`config.mk`:
```
export PLATFORM = sky130hd
export DESIGN_NAME = fan_ctrl_mc
export DESIGN_NICKNAME = d
export VERILOG_FILES = /design/src/rtl/fan_ctrl_pkg.sv /design/src/rtl/fan_pwm_gen.sv /design/src/rtl/fan_ctrl_mc.sv
export SDC_FILE = /design/constraint.sdc
export NUM_CORES = 1
export LEC_CHECK = 0
export BUFFER_PORTS_ARGS = -buffer_cell sky130_fd_sc_hd__buf_2
export CAP_MARGIN = 20
export CORE_MARGIN = 3
export CORE_UTILIZATION = 50
export CTS_BUF_LIST = sky130_fd_sc_hd__clkbuf_4
export CTS_CLUSTER_DIAMETER = 150
export DETAILED_ROUTE_END_ITERATION = 8
export PLACE_DENSITY_LB_ADDON = 0.2
export SLEW_MARGIN = 0
export SYNTH_ARGS = -nofsm -noshare
export SYNTH_HDL_FRONTEND = slang
export SYNTH_SLANG_ARGS = --single-unit
```
`constraint.sdc`:
```
create_clock -name clk -period 10.1 [get_ports clk]
set_input_delay 2.02 -clock clk [delete_from_list [all_inputs] [get_ports clk]]
set_output_delay 2.02 -clock clk [all_outputs]
set_load 0.1 [all_outputs]
```
`src/rtl/fan_ctrl_pkg.sv`:
```
// Shared definitions for the multi-channel fan controller.
//   seq_state_t   : control-tick sequencer states
//   width_of()    : $clog2 with a floor of 1 bit, for counters and selects
//   CALC_HEADROOM : extra bits the signed PI datapath carries above DATA_W
package fan_ctrl_pkg;

  typedef enum logic [0:0] {
    IDLE = 1'b0,
    CALC = 1'b1
  } seq_state_t;

  // Err spans DATA_W+1 signed bits; the integrator reaches 2^(DATA_W+1)-1 and
  // the P+I sum adds one more bit, so three guard bits keep all sums exact.
  localparam int CALC_HEADROOM = 3;

  function automatic int width_of(input int n);
    return (n > 1) ? $clog2(n) : 1;
  endfunction

endpackage

```
`src/rtl/fan_pwm_gen.sv`:
```
// One fan PWM channel.
//   clk, rst : system clock, synchronous active-high reset
//   tick     : shared PWM prescaler tick; the counter advances once per tick
//   load     : duty_in is captured as the pending duty
//   duty_in  : new duty from the PI datapath
//   pwm      : fan drive, high while active duty > counter
//   duty     : currently applied (active) duty
// The counter runs 0..2^PWM_W-2, so duty 0 is always low and duty
// 2^PWM_W-1 is always high. Pending duty is only promoted at the wrap so a
// period never mixes two duty values.
module fan_pwm_gen
  import fan_ctrl_pkg::*;
#(
  parameter int PWM_W = 4
) (
  input  logic             clk,
  input  logic             rst,
  input  logic             tick,
  input  logic             load,
  input  logic [PWM_W-1:0] duty_in,
  output logic             pwm,
  output logic [PWM_W-1:0] duty
);

  localparam logic [PWM_W-1:0] CNT_LAST = PWM_W'((1 << PWM_W) - 2);

  logic [PWM_W-1:0] pending;
  logic [PWM_W-1:0] active;
  logic [PWM_W-1:0] cnt;

  always_ff @(posedge clk) begin
    if (rst) begin
      pending <= '0;
      active  <= '0;
      cnt     <= '0;
    end else begin
      if (load) pending <= duty_in;
      if (tick) begin
        if (cnt == CNT_LAST) begin
          cnt    <= '0;
          active <= pending;
        end else begin
          cnt <= cnt + PWM_W'(1);
        end
      end
    end
  end

  assign pwm  = (active > cnt);
  assign duty = active;

endmodule

```
`src/rtl/fan_ctrl_mc.sv`:
```
// Multi-channel PI fan controller.
//   clk, rst   : system clock, synchronous active-high reset
//   data_in    : host write data (setpoint or measurement)
//   data_valid : asynchronous write strobe, one write per rising edge
//   config_en  : 1 writes the setpoint, 0 writes the measurement
//   ch_sel     : target channel; out-of-range writes are dropped
//   pwm_out    : fan PWM, bit i drives channel i
//   duty_out   : applied duty, channel i at [i*PWM_W +: PWM_W]
//   busy       : sequencer is walking the channels
// A single shared PI datapath is time-multiplexed: each control tick the
// sequencer spends one clk per channel, and the resulting duty reaches that
// channel's PWM generator one clk later.
module fan_ctrl_mc
  import fan_ctrl_pkg::*;
#(
  parameter int CHANNELS     = 3,
  parameter int DATA_W       = 8,
  parameter int PWM_W        = 4,
  parameter int PID_CLK_DIV  = 99_999,
  parameter int PWM_CLK_DIV  = 13,
  parameter int KP_SHIFT     = 0,
  parameter int KI_SHIFT     = 2,
  parameter int SETPOINT_RST = 100,
  parameter int CH_W         = width_of(CHANNELS)
) (
  input  logic                      clk,
  input  logic                      rst,
  input  logic [DATA_W-1:0]         data_in,
  input  logic                      data_valid,
  input  logic                      config_en,
  input  logic [CH_W-1:0]           ch_sel,
  output logic [CHANNELS-1:0]       pwm_out,
  output logic [CHANNELS*PWM_W-1:0] duty_out,
  output logic                      busy
);

  localparam int AW    = DATA_W + KP_SHIFT + CALC_HEADROOM;
  localparam int PID_W = width_of(PID_CLK_DIV + 1);
  localparam int PWM_DW = width_of(PWM_CLK_DIV + 1);

  localparam logic signed [AW-1:0] ZERO   = '0;
  localparam logic signed [AW-1:0] II_MAX = AW'((1 << (DATA_W + 1)) - 1);
  localparam logic signed [AW-1:0] U_MAX  = AW'((1 << DATA_W) - 1);

  function automatic logic signed [AW-1:0] clamp(input logic signed [AW-1:0] v,
                                                 input logic signed [AW-1:0] hi);
    if (v < ZERO) return ZERO;
    if (v > hi)   return hi;
    return v;
  endfunction

  // ---- stage p0..p2: data_valid synchroniser and rising-edge detect ----
  logic dv_p0, dv_p1, dv_p2;
  logic wr_det;

  always_ff @(posedge clk) begin
    if (rst) begin
      dv_p0 <= 1'b0;
      dv_p1 <= 1'b0;
      dv_p2 <= 1'b0;
    end else begin
      dv_p0 <= data_valid;
      dv_p1 <= dv_p0;
      dv_p2 <= dv_p1;
    end
  end

  assign wr_det = dv_p1 & ~dv_p2;

  // ---- stage p3: write fields captured on the detect cycle ----
  logic [DATA_W-1:0] wr_data_p3;
  logic              wr_cfg_p3;
  logic [CH_W-1:0]   wr_ch_p3;
  logic              vld_p3;

  always_ff @(posedge clk) begin
    if (rst) vld_p3 <= 1'b0;
    else     vld_p3 <= wr_det && (int'(ch_sel) < CHANNELS);
  end

  always_ff @(posedge clk) begin
    if (wr_det) begin
      wr_data_p3 <= data_in;
      wr_cfg_p3  <= config_en;
      wr_ch_p3   <= ch_sel;
    end
  end

  // ---- prescalers ----
  logic [PID_W-1:0]  pid_cnt;
  logic              pid_tick;
  logic [PWM_DW-1:0] pwm_cnt;
  logic              pwm_tick;

  assign pid_tick = (pid_cnt == PID_W'(PID_CLK_DIV));
  assign pwm_tick = (pwm_cnt == PWM_DW'(PWM_CLK_DIV));

  always_ff @(posedge clk) begin
    if (rst) begin
      pid_cnt <= '0;
      pwm_cnt <= '0;
    end else begin
      pid_cnt <= pid_tick ? '0 : pid_cnt + PID_W'(1);
      pwm_cnt <= pwm_tick ? '0 : pwm_cnt + PWM_DW'(1);
    end
  end

  // ---- sequencer ----
  seq_state_t      state, state_nxt;
  logic [CH_W-1:0] ch, ch_nxt;

  always_ff @(posedge clk) begin
    if (rst) begin
      state <= IDLE;
      ch    <= '0;
    end else begin
      state <= state_nxt;
      ch    <= ch_nxt;
    end
  end

  always_comb begin
    state_nxt = state;
    ch_nxt    = ch;
    case (state)
      IDLE: begin
        if (pid_tick) begin
          state_nxt = CALC;
          ch_nxt    = '0;
        end
      end
      CALC: begin
        if (int'(ch) == CHANNELS - 1) begin
          state_nxt = IDLE;
          ch_nxt    = '0;
        end else begin
          ch_nxt = ch + CH_W'(1);
        end
      end
      default: state_nxt = IDLE;
    endcase
  end

  assign busy = (state == CALC);

  // ---- register file ----
  logic [DATA_W-1:0] setpoint [CHANNELS];
  logic [DATA_W-1:0] measured [CHANNELS];
  logic [DATA_W:0]   integ    [CHANNELS];

  // ---- shared PI datapath (combinational, channel = ch) ----
  logic signed [AW-1:0] sp_x, meas_x, integ_x, err_x, ii_c, u_x, sat_x;
  logic                 windup;
  logic [PWM_W-1:0]     duty_nxt;
  logic                 unused_bits;

  always_comb begin
    sp_x    = AW'(setpoint[ch]);
    meas_x  = AW'(measured[ch]);
    integ_x = AW'(integ[ch]);
    // Positive error means the fan runs hot and must speed up.
    err_x   = meas_x - sp_x;
    ii_c    = clamp(integ_x + (err_x >>> KI_SHIFT), II_MAX);
    u_x     = (err_x <<< KP_SHIFT) + ii_c;
    sat_x   = clamp(u_x, U_MAX);
    // Freeze the integrator while the output is pinned in the error's direction.
    windup  = ((u_x > U_MAX) && (err_x > ZERO)) || ((u_x < ZERO) && (err_x < ZERO));
    duty_nxt = sat_x[DATA_W-1 -: PWM_W];
  end

  assign unused_bits = ^{sat_x, ii_c};

  // Host writes and the integrator update touch different registers, so a
  // write landing during CALC of the same channel is stored while the
  // calculation keeps using the value it already read.
  always_ff @(posedge clk) begin
    if (rst) begin
      for (int i = 0; i < CHANNELS; i++) begin
        setpoint[i] <= DATA_W'(SETPOINT_RST);
        measured[i] <= '0;
        integ[i]    <= '0;
      end
    end else begin
      if (busy && !windup) integ[ch] <= ii_c[DATA_W:0];
      if (vld_p3) begin
        if (wr_cfg_p3) setpoint[wr_ch_p3] <= wr_data_p3;
        else           measured[wr_ch_p3] <= wr_data_p3;
      end
    end
  end

  // ---- stage p1: duty handed to the channel's PWM generator ----
  logic [PWM_W-1:0]    duty_p1;
  logic [CHANNELS-1:0] vld_p1;

  always_ff @(posedge clk) begin
    if (rst) vld_p1 <= '0;
    else     vld_p1 <= busy ? (CHANNELS'(1) << ch) : '0;
  end

  always_ff @(posedge clk) begin
    duty_p1 <= duty_nxt;
  end

  for (genvar g = 0; g < CHANNELS; g++) begin : g_ch
    fan_pwm_gen #(
      .PWM_W (PWM_W)
    ) u_pwm (
      .clk     (clk),
      .rst     (rst),
      .tick    (pwm_tick),
      .load    (vld_p1[g]),
      .duty_in (duty_p1),
      .pwm     (pwm_out[g]),
      .duty    (duty_out[g*PWM_W +: PWM_W])
    );
  end

endmodule

```
==> run metrics, run 1 <==
register area share after synthesis 53.6%; Reg clk slew, reported paths 0.16 ns; time the worst path needs with I/O delays and setup 9.19 ns; final slew viol count 0; post-detailed-route DRC marker count 0; GRT Total Usage 18.5%; Final Hold Viols 0; WHS 0.459 ns; First DRT Iteration DRCs 393; routed wl met3 686 um; layout cells sized above 1 13.7%; Die X 140 um; Nets 842; Crit path max-delay family compound AO/OA/AOI/OAI gates; P per Cell Area 154 nW/um2; actual slew at the worst max-slew pin 1.06 ns; VDD IR-drop max 0.0000973 V; hold_buf cts 0; wire length on met1 7920 um; uppermost layer routed met4; Total Power 0.00148 W; Max Cap Violations 0; CP Class reg2reg; Fillers 1513; ANT nets after route 0; FF-to-FF End integ[3][3]$_DFFE_PP_; Die ar. 19500 um2; sequential share of power 56.1%; unrepaired setup endpoints after global routing no; largest net degree at the start of global routing 58; crit-path max FO 28; DR vias/cell 5.59; end point of the worst hold path dv_p1$_SDFF_PP0_; IO Pins 30; via count 5716; first-pass GRT wire length 28900 um; Mapped Area 8940 um2; Worst Hold Depth 1; internal power 0.00109 W; CP max stage delay 0.78 ns; HP Start dv_p0$_SDFF_PP0_; power share of the clock group 32.0%; Synth Warn # 0; Req. time, crit path 10.32 ns; Initial Util 51.3%; mean area per synthesized cell 11.8 um2; drt pass-1 iters 6; drt wl/cell 17.4 um; FP Rows 48; CTS resizes 0; core area 17400 um2; maximum root-to-sink buffer count 2; number of synthesized flops with an enable pin 111; Period Utilization, post-route 91.0%; worst hold path class reg2reg; Psw 0.000394 W; worst path bufs/invs 3; final core occ 55.2%; status finished, final reports clean; final global-route overflow total 0; clk_lat worst skew 0.57 ns; Worst Setup End Kind register; combinational share of power 11.9%; TritonCTS clock tree yes; post-CTS setup buffers 0; Critical-path top delay cell dfxtp_2; Critical Path AT 9.41 ns; Pleak 3.52 nW; Setup violations, final 0; fmax 0.109 GHz; Post-Route WL 17800 um; met2 WL 8820 um; vias in the first global route 5717; Yosys reg bits 184; async set-reset flop share out of synthesis 0%; Unique masters post-synth 61; routability congestion estimate 0.973; Worst R2R Setup Slack 0.91 ns; H-tree Lvls 4; total CTS buffers 17; critical path launch point type register; antenna violations before repair 1; switch share 26.7%; Root Driver clkbuf_4; Register-to-Register Path Depth 33; Post-Syn Instances 758; Slew headroom 28.1%; chip height 140 um; area grow syn2layout 7.52%; post-DP HPWL 12900 um; Fin Setup TNS 0 ns; clock sinks 184; Net Count, Synth 817; final clock skew 0.0153 ns; I/O Buffers 29; top_reg_cell synth edfxtp_1
cell usage in the layout, fill, tap and decap left out, types with 5 or more instances in the layout:
cell type / n
mux2i_1: 24
xor2_1: 15
nand2b_1: 12
clkbuf_4: 17
or2_2: 6
buf_4: 5
nor2_1: 73
dfxtp_1: 72
o21a_1: 8
nand3_1: 15
inv_1: 51
edfxtp_1: 111
buf_2: 29
a21o_1: 11
a311oi_1: 6
a21oi_1: 32
xnor2_1: 17
and2_1: 39
o21ai_0: 17
mux4_2: 25
ha_1: 42
or3_1: 6
o21ai_1: 8
nor3_1: 40
nor2b_1: 17
nand2_1: 21
power by group through the flow:
stage,Sequential (W),Combinational (W),Clock [W]
floorplan,0.000840,0.000135,0
global placement,0.000847,0.000165,0
detailed placement,0.000848,0.000172,0
CTS,0.000831,0.000174,0.000486
global route,0.000834,0.000194,0.000516
finish,0.000830,0.000176,0.000473
registers in the layout, summed over array words and instances (netlist names), 2 cells and up, named ones only:
name	flops
ch	2
duty_p1	4
g_ch.u_pwm.cnt	12
g_ch.u_pwm.duty	12
g_ch.u_pwm.pending	12
integ	36
measured	32
pid_cnt	17
pwm_cnt	4
setpoint	32
vld_p1	3
wr_ch_p3	2
wr_data_p3	8
cells by family after synthesis:
kind of cell | after synthesis | share of synthesized area, %
buffers and inverters | 79 | 3.70
AO/OA/AOI/OAI | 114 | 8.80
XOR/XNOR | 35 | 3.68
adder cells (fa/ha/maj) | 45 | 6.55
multiplexers | 49 | 8.99
AND/OR/NAND/NOR | 252 | 14.6
flip-flops | 184 | 53.6
per-stage QoR:
step                setup WS, ns  std cells  area (um2)
floorplan                   2.05        758        8940
global placement            1.49        989        9270
detailed placement          1.07        989        9270
CTS                         1.03       1021        9610
global route               0.220       1022        9610
finish                     0.914       1022        9610
worst max path at each step:
stage,startpoint,endpoint,slack (ns),cells after the start
6_report,register,integ[3][3]$_DFFE_PP_,0.91,33
5_1_grt,register,integ[3][0]$_DFFE_PP_,0.22,33
4_1_cts,register,integ[3][0]$_DFFE_PP_,1.03,33
3_5_place_dp,register,integ[3][2]$_DFFE_PP_,1.07,33
3_3_place_gp,register,integ[3][0]$_DFFE_PP_,1.49,33
2_1_floorplan,register,integ[3][0]$_DFFE_PP_,2.05,34
synthesized netlist by cell type, types with 6 or more instances:
library cell	n	area, um2
inv_1	51	191
a21oi_1	32	160
or3_1	6	37.5
a21o_1	11	82.6
xnor2_1	17	149
and2_1	39	244
nand2_1	21	78.8
xor2_1	15	131
nand3_1	15	75.1
o21ai_0	17	85.1
nor2b_1	17	106
o21ai_1	8	40.0
mux4_2	25	563
edfxtp_1	111	3330
a311oi_1	6	52.6
nor3_1	40	200
mux2i_1	24	240
dfxtp_1	73	1460
nand2b_1	12	75.1
or2_2	6	37.5
clkbuf_1	19	71.3
ha_1	42	526
nor2_1	73	274
o21a_1	8	60.1
area by class of cell:
cell class	instances	area, um2	share of cell area (%)
diodes	1	2.50	0.0260
clock buffers	17	128	1.33
clock inverters	15	215	2.24
inverters	51	191	1.99
multi-input cells	495	3810	39.7
flip-flops and latches	184	4800	49.9
well taps	225	282	2.93
repair buffers	34	183	1.90
layer usage:
layer	vias to the layer above	global-route usage, %
li1	2802	-
met1	2780	24.4
met2	116	30.5
met3	18	4.43
met4	0	5.97
met5	-	0
Note: power is estimated with default switching activity, not from simulation.
==> inputs of run 2 (changes only) <==
--- a/config.mk
+++ b/config.mk
@@ -7,11 +7,13 @@
 export LEC_CHECK = 0
 export BUFFER_PORTS_ARGS = -buffer_cell sky130_fd_sc_hd__buf_2
 export CAP_MARGIN = 20
+export CORE_ASPECT_RATIO = 0.75
 export CORE_MARGIN = 3
 export CORE_UTILIZATION = 50
 export CTS_BUF_LIST = sky130_fd_sc_hd__clkbuf_4
 export CTS_CLUSTER_DIAMETER = 150
 export DETAILED_ROUTE_END_ITERATION = 8
+export MAX_ROUTING_LAYER = met4
 export PLACE_DENSITY_LB_ADDON = 0.2
 export SLEW_MARGIN = 0
 export SYNTH_ARGS = -nofsm -noshare
==> constraint.sdc (replaced) <==
create_clock -name clk -period 10.1 [get_ports clk]
set_input_delay 2.02 -clock clk [delete_from_list [all_inputs] [get_ports clk]]
set_output_delay 2.02 -clock clk [all_outputs]
set_load 0.005 [all_outputs]
==> run metrics, run 2 (synthesized netlist as in run 1, its figures left out) <==
post-DP HPWL 13600 um; total CTS buffers 17; M3 GR Usage 4.62%; chip height 122 um; status finished, final reports clean; hold_buf cts 0; Root Driver clkbuf_4; drt pass-1 iters 5; post-detailed-route DRC marker count 0; VDD IR-drop max 0.0000838 V; first-pass GRT wire length 29900 um; worst hold path class reg2reg; unrepaired setup endpoints after global routing no; FP Rows 41; ANT nets after route 0; clk_lat worst skew 0.59 ns; global route hottest layer met1; maximum root-to-sink buffer count 2; layout cells sized above 1 13.9%; Max Cap Violations 0; Fin Setup TNS 0 ns; Die ar. 19500 um2; IO Pins 30; Setup violations, final 0; HP Start dv_p0$_SDFF_PP0_; largest net degree at the start of global routing 65; Nets 845; final slew viol count 0; GR Util met1 29.4%; fmax 0.109 GHz; Global Route met2 Usage 29.2%; combinational share of power 12.4%; Slew headroom 29.7%; I/O Buffers 29; Period Utilization, post-route 90.6%; vias in the first global route 5581; final global-route overflow total 0; First DRT Iteration DRCs 576; drt wl/cell 18.0 um; max reg flops 36; antenna violations before repair 1; Largest regs integ (36), measured (32), setpoint (32); H-tree Lvls 4; CP max stage delay 0.66 ns; core area 17200 um2; final core occ 55.8%; switch share 28.4%; clock sinks 184; Psw 0.000403 W; CP Class reg2reg; Pleak 3.51 nW; internal power 0.00101 W; Req. time, crit path 10.43 ns; via count 5866; P per Cell Area 148 nW/um2; Initial Util 52.0%; sequential share of power 58.7%; Critical-path top delay cell dfxtp_1; TritonCTS clock tree yes; time the worst path needs with I/O delays and setup 9.16 ns; Post-Route WL 18600 um; area grow syn2layout 7.24%; worst path bufs/invs 4; Die X 160 um; routability congestion estimate 0.903; most flop-heavy register integ; most common cell after layout, fill and taps aside edfxtp_1; critical path launch point type register; crit-path max FO 28; DR vias/cell 5.66; actual slew at the worst max-slew pin 1.04 ns; Final Hold Viols 0; Reg clk slew, reported paths 0.15 ns; GRT Total Usage 20.3%; most frequent cells in the layout 111 x edfxtp_1, 73 x dfxtp_1, 72 x nor2_1, 51 x inv_1, 42 x ha_1; Worst Setup End Kind register; Fillers 1434; power share of the clock group 28.9%; Critical Path AT 9.48 ns; Crit path max-delay family compound AO/OA/AOI/OAI gates; final clock skew 0.0245 ns
## run 2: final cells by class
class / count / area [um2] / area share, %
sequential: 184 / 4790 / 50.0
multi-input combinational: 495 / 3820 / 39.8
tap: 236 / 295 / 3.08
timing repair buffer: 37 / 200 / 2.09
inverter: 51 / 191 / 2.00
clock inverter: 15 / 158 / 1.64
clock buffer: 17 / 128 / 1.33
antenna: 1 / 2.50 / 0.0261
## run 2: repair_timing
action | 4_1_cts | 5_1_grt
setup endpoints to repair | 0 | 9
gates resized for setup | 0 | 1
setup buffers | 0 | 0
## run 2: final timing paths
path | end | slack (ns) | cells after the start
worst max-delay path | integ[3][7]$_DFFE_PP_ | 0.94 | 34
worst min-delay path | dv_p1$_SDFF_PP0_ | 0.46 | 1
worst max register to register | integ[3][7]$_DFFE_PP_ | 0.94 | 34
worst min register to register | dv_p1$_SDFF_PP0_ | 0.46 | 1
## run 2: routing by layer
layer	wire length [um]	vias up	part of all wire, %
met4	155	0	0.83
met1	9190	2848	49
li1	-	2819	-
met3	1190	13	6.4
met5	0	-	0
met2	8070	186	43
## run 2: metrics by stage
step / total power [W] / instances / area, um2 / setup slack [ns] / hold slack [ns]
floorplan: 0.000975 / 758 / 8940 / 2.05 / 0.414
global placement: 0.00101 / 1000 / 9280 / 1.42 / 0.427
detailed placement: 0.00102 / 1000 / 9280 / 0.848 / 0.431
CTS: 0.00143 / 1032 / 9560 / 0.804 / 0.461
global route: 0.00149 / 1036 / 9590 / 0.165 / 0.472
finish: 0.00142 / 1036 / 9590 / 0.945 / 0.457
## run 2: worst reg2reg max path, delay by kind of cell (launching register included)
kind | cells | cell delay, ns
simple gates | 5 | 0.87
flops | 1 | 0.66
buf+inv | 4 | 0.70
mux | 1 | 0.55
xor+xnor | 2 | 0.75
compound gates | 17 | 3.78
fa+ha+maj | 5 | 1.57
## run 2: power groups by stage
stage	clock network [W]	registers (W)	logic [W]
finish	0.000410	0.000831	0.000176
global route	0.000456	0.000835	0.000195
CTS	0.000422	0.000831	0.000173
detailed placement	0	0.000848	0.000172
global placement	0	0.000847	0.000166
floorplan	0	0.000840	0.000135
